<file path="config.mk">
export PLATFORM = sky130hd
export DESIGN_NAME = vblank_bitmap_loader
export DESIGN_NICKNAME = d
export VERILOG_FILES = /design/src/rtl/vblank_bitmap_loader.sv
export SDC_FILE = /design/constraint.sdc
export NUM_CORES = 1
export LEC_CHECK = 0
export ABC_CLOCK_PERIOD_IN_PS = 4630
export CORE_UTILIZATION = 49
export DETAILED_ROUTE_END_ITERATION = 8
export GPL_ROUTABILITY_DRIVEN = 0
export GPL_TIMING_DRIVEN = 0
export PLACE_DENSITY_LB_ADDON = 0.08
export SYNTH_ARGS = -nofsm -noshare
export SYNTH_HDL_FRONTEND = slang
export SYNTH_SLANG_ARGS = --single-unit
</file>
<file path="constraint.sdc">
create_clock -name vga_clk -period 4.63 [get_ports vga_clk]
set_clock_uncertainty 0.2 [all_clocks]
set_input_delay 0.926 -clock vga_clk [delete_from_list [all_inputs] [get_ports vga_clk]]
set_output_delay 0.926 -clock vga_clk [all_outputs]
set_load 0.02 [all_outputs]
</file>
<file path="src/rtl/vblank_bitmap_loader.sv">
// Copies one 16-row image from a synchronous ROM into the bitmap RAM write port,
// only at the start of vertical sync. Each image is held for HOLD_FRAMES frames, then the next loads.
module vblank_bitmap_loader #(
  parameter int ROWS        = 16,
  parameter int ROW_W       = 16,
  parameter int NUM_IMG     = 6,
  parameter int ROM_AW      = 7,
  parameter int HOLD_FRAMES = 15
) (
  input  logic              vga_clk,
  input  logic              rst,
  input  logic              enable,
  input  logic              vsync_n,
  output logic [ROM_AW-1:0] rom_addr,
  input  logic [ROW_W-1:0]  rom_data,
  output logic              write_en,
  output logic [3:0]        write_addr,
  output logic [ROW_W-1:0]  write_data,
  output logic [2:0]        img_idx,
  output logic              busy,
  output logic              img_done
);

  localparam int FC_W = (HOLD_FRAMES > 1) ? $clog2(HOLD_FRAMES) : 1;

  typedef enum logic [1:0] {IDLE, WAIT_VS, LOAD, HOLD} state_t;

  state_t          state;
  logic            vs_d;
  logic            vs_fall;
  logic [4:0]      row;
  logic [FC_W-1:0] frame_cnt;
  logic [2:0]      next_idx;

  assign vs_fall  = vs_d & ~vsync_n;
  assign next_idx = (img_idx == 3'(NUM_IMG - 1)) ? 3'd0 : img_idx + 3'd1;

  // NOTE: write_data is the ROM output gated by the registered strobe; registering it would
  // add a second cycle of latency on top of the ROM read and misalign it with write_addr.
  assign write_data = write_en ? rom_data : '0;

  function automatic logic [ROM_AW-1:0] row0_addr(input logic [2:0] idx);
    return ROM_AW'({idx, 4'b0000});
  endfunction

  // NOTE: every register here uses <= so all decisions in a cycle see the pre-edge state.
  always_ff @(posedge vga_clk) begin
    if (rst) begin
      state      <= IDLE;
      vs_d       <= 1'b1;
      row        <= '0;
      frame_cnt  <= '0;
      rom_addr   <= '0;
      write_en   <= 1'b0;
      write_addr <= '0;
      img_idx    <= '0;
      busy       <= 1'b0;
      img_done   <= 1'b0;
    end else begin
      vs_d     <= vsync_n;
      img_done <= 1'b0;
      unique case (state)
        IDLE: begin
          if (enable) state <= WAIT_VS;
        end
        WAIT_VS: begin
          if (!enable) begin
            state <= IDLE;
          end else if (vs_fall) begin
            state    <= LOAD;
            row      <= '0;
            busy     <= 1'b1;
            rom_addr <= row0_addr(img_idx);
          end
        end
        LOAD: begin
          // Row ROWS is the drain cycle: the last ROM word is written, no new address issued.
          if (row == 5'(ROWS)) begin
            write_en  <= 1'b0;
            img_done  <= 1'b1;
            busy      <= 1'b0;
            frame_cnt <= '0;
            state     <= enable ? HOLD : IDLE;
          end else begin
            write_en   <= 1'b1;
            write_addr <= row[3:0];
            row        <= row + 5'd1;
            if (row < 5'(ROWS - 1)) rom_addr <= rom_addr + ROM_AW'(1);
          end
        end
        HOLD: begin
          if (!enable) begin
            state <= IDLE;
          end else if (vs_fall) begin
            if (frame_cnt == FC_W'(HOLD_FRAMES - 1)) begin
              img_idx  <= next_idx;
              state    <= LOAD;
              row      <= '0;
              busy     <= 1'b1;
              rom_addr <= row0_addr(next_idx);
            end else begin
              frame_cnt <= frame_cnt + FC_W'(1);
            end
          end
        end
      endcase
    end
  end

endmodule

</file>
==> summary.md <==
| Metric | Value |
|---|---|
| Finished Cell Area | 2210 sq um |
| EDFF count, synth | 0 |
| Slew @ Worst Pin | 0.489 ns |
| Post-Route WL | 3840 microns |
| Syn-to-layout area delta | 40.0% |
| Compound-Gate Fraction of Synth Area | 0.166 |
| Post-Syn Nets | 213 |
| Crit path arrival time | 2.12 ns |
| Commonest non-fill, non-tap cell in the layout | clkdlybuf4s50_1 |
| Unique masters post-synth | 43 |
| Port Buffers | 52 |
| Antenna violation net count after detailed routing | 0 |
| Residual DRC count | 0 |
| Hold crit path type | register to register |
| Yosys reg bits | 29 |
| Clk pin slew, worst setup/hold paths | 0.10 ns |
| Die span in x | 58.7 microns |
| Drt pass-1 iters | 4 |
| FMAX | 308 MHz |
| Detailed placement HPWL | 2930 microns |
| Critical Setup Path Class | input pin to primary output |
| Setup_tns | 0 ns |
| Cells after Synth | 188 |
| VDD IR max | 0.000177 V |
| Dominant synthesized flop cell | dfxtp_1 |
| First-pass GRT wire length | 6160 microns |
| WL per Instance | 13.2 microns |
| Worst Path Max Fanout | 1 |
| Flop2flop setup slack | 2.50 ns |
| Required @ worst endpoint | 3.50 ns |
| Initial Util | 0.516 |
| Worst skew pair latency | 0.33 ns |
| Hold Crit Depth | 2 |
| Setup WS post-layout | 1.39 ns |
| Max-cap violations | 0 |
| # setup viols final | 0 |
| CTS max path bufs | 2 |
| CTS root buf | clkbuf_4 |
| Initial antenna violation count | 0 |
| Total CTS buffers | 5 |
| Placed instance count | 284 |
| Final net count | 272 |
| Hold WS | 0.271 ns |
| Setup repair bufs after CTS | 0 |
| Final Hold Viols | 0 |
| Most frequent cells in the layout | clkdlybuf4s50_1, nor2_1, dfxtp_1 |
| RSZ-0062 raised after global routing | no |
| Non-Filler Instances | 291 |
| Global Route Usage Sum | 0.237 |
| Via density | 5.20 |
| Worst reg-to-reg path cell count | 7 |
| Core ar. | 3050 sq um |
| Synth Cell Area | 1580 sq um |
| CTS tree | yes |
| Via count | 1513 |
| Synth Area in Adders | 0.0397 |
| Antenna fix cells | 0 |
| Status | finished, final reports clean |
| Setup crit end kind | primary output |
| Post-CTS sizing | 0 |
| Gr ovfl total | 0 |
| Die ar. | 3450 sq um |
| Dpl ws | 1.37 ns |
| Main combinational cell family by area after synthesis | simple AND/OR/NAND/NOR gates |
| Layout cells sized above 1 | 0.0972 |
| Top cell by count, worst path | clkdlybuf4s50_1 |
| Post-synthesis mux area share | 0.0254 |
| Post-CTS Hold Fix Bufs | 0 |
| Total chip power | 0.467 mW |
| # clock sinks | 29 |
| Critical path's largest stage delay | 0.59 ns |
| PwrDens | 212 nW/um^2 |
| Seq/Total Area, Yosys | 0.368 |
| Post-DP Area | 2150 sq um |
| Pleak | 0.802 nW |
| Max Transition Viols Final | 0 |
| Die Ht | 58.7 microns |
| Fin crit share | 0.701 |
| Synth Warn # | 0 |
| Avg Cell Area, Syn | 8.39 sq um |
| Drt first-iter violations | 45 |
| Num rows | 20 |
| Simple-gate share of the synthesized area | 0.314 |
| Synth Area in XOR/XNOR | 0.0444 |
| Async S/R FF share, synth | 0 |
| H-Tree Depth | 2 |
| Min cycle time layout | 3.24 ns |
| Worst path cell trace | clkdlybuf4s50_1 > and2_1 > clkdlybuf4s50_1 |
| Crit path launch type | input pin |
| Pin count of the biggest net entering global routing | 11 |
| Vias in the first global route | 1398 |
| CP max-delay cell | clkdlybuf4s50_1 |
| Slew margin rel. | 0.674 |
| # IOs | 53 |
| Final core occ | 0.723 |
where the power goes:
group / internal [mW] / switching [mW] / total, mW
logic: 0.0314 / 0.0263 / 0.0577
registers: 0.252 / 0.00449 / 0.257
clock network: 0.0715 / 0.0814 / 0.153
total: 0.355 / 0.112 / 0.467
area by class of cell:
cell class	count	area, sq um
multi-input cells	143	930
fillers	252	846
flip-flops and latches	29	581
repair buffers	52	520
clock buffers	7	55.1
well taps	44	55.1
plain buffers	8	36.3
inverters	8	30.0
state kept, by name, summed over array words and instances, names as in the netlist:
| register | count |
|---|---|
| rom_addr | 7 |
| row | 5 |
| frame_cnt | 4 |
| write_addr | 4 |
| img_idx | 3 |
| state | 2 |
| busy | 1 |
| img_done | 1 |
| vs_d | 1 |
| write_en | 1 |
worst max-delay path: cells and delay by family:
kind	cells	cell delay, ns
buf+inv	2	1.07
simple gates	1	0.12
cells by family after synthesis:
family | after synthesis
adders and majority gates | 5
muxes | 4
and+or+nand+nor | 88
AOI/OAI and AO/OA | 38
buffers and inverters | 16
xor gates and xnor gates | 8
DFF | 29
final timing paths:
check,startpoint,to
setup / recovery,rom_data[11],write_data[11]
hold / removal,write_addr[0]$_SDFFE_PP0P_,write_addr[0]$_SDFFE_PP0P_
setup reg to reg,frame_cnt[0]$_SDFFE_PP0P_,rom_addr[0]$_SDFFE_PP0P_
hold reg to reg,write_addr[0]$_SDFFE_PP0P_,write_addr[0]$_SDFFE_PP0P_
cell usage after synthesis (3+ instances only):
master | number | area share
dfxtp_1 | 29 | 0.37
nor2_1 | 29 | 0.069
and2_1 | 16 | 0.063
a21oi_1 | 11 | 0.035
nand2_1 | 10 | 0.024
o21ai_0 | 10 | 0.032
inv_1 | 8 | 0.019
ha_1 | 5 | 0.040
nand4_1 | 5 | 0.020
xor2_1 | 5 | 0.028
and3_1 | 4 | 0.016
clkbuf_1 | 4 | 0.0095
mux2i_1 | 4 | 0.025
nand2b_1 | 3 | 0.012
nor2b_1 | 3 | 0.012
o211ai_1 | 3 | 0.014
or2_2 | 3 | 0.012
xnor2_1 | 3 | 0.017
layer usage:
metal,routed length (microns),GRT usage,part of all wire
met5,0,0,0
met4,48,0.112,0.012
met3,286,0.0857,0.074
met2,1840,0.398,0.48
met1,1670,0.267,0.43
No activity file was read; power rests on OpenSTA's default activity.
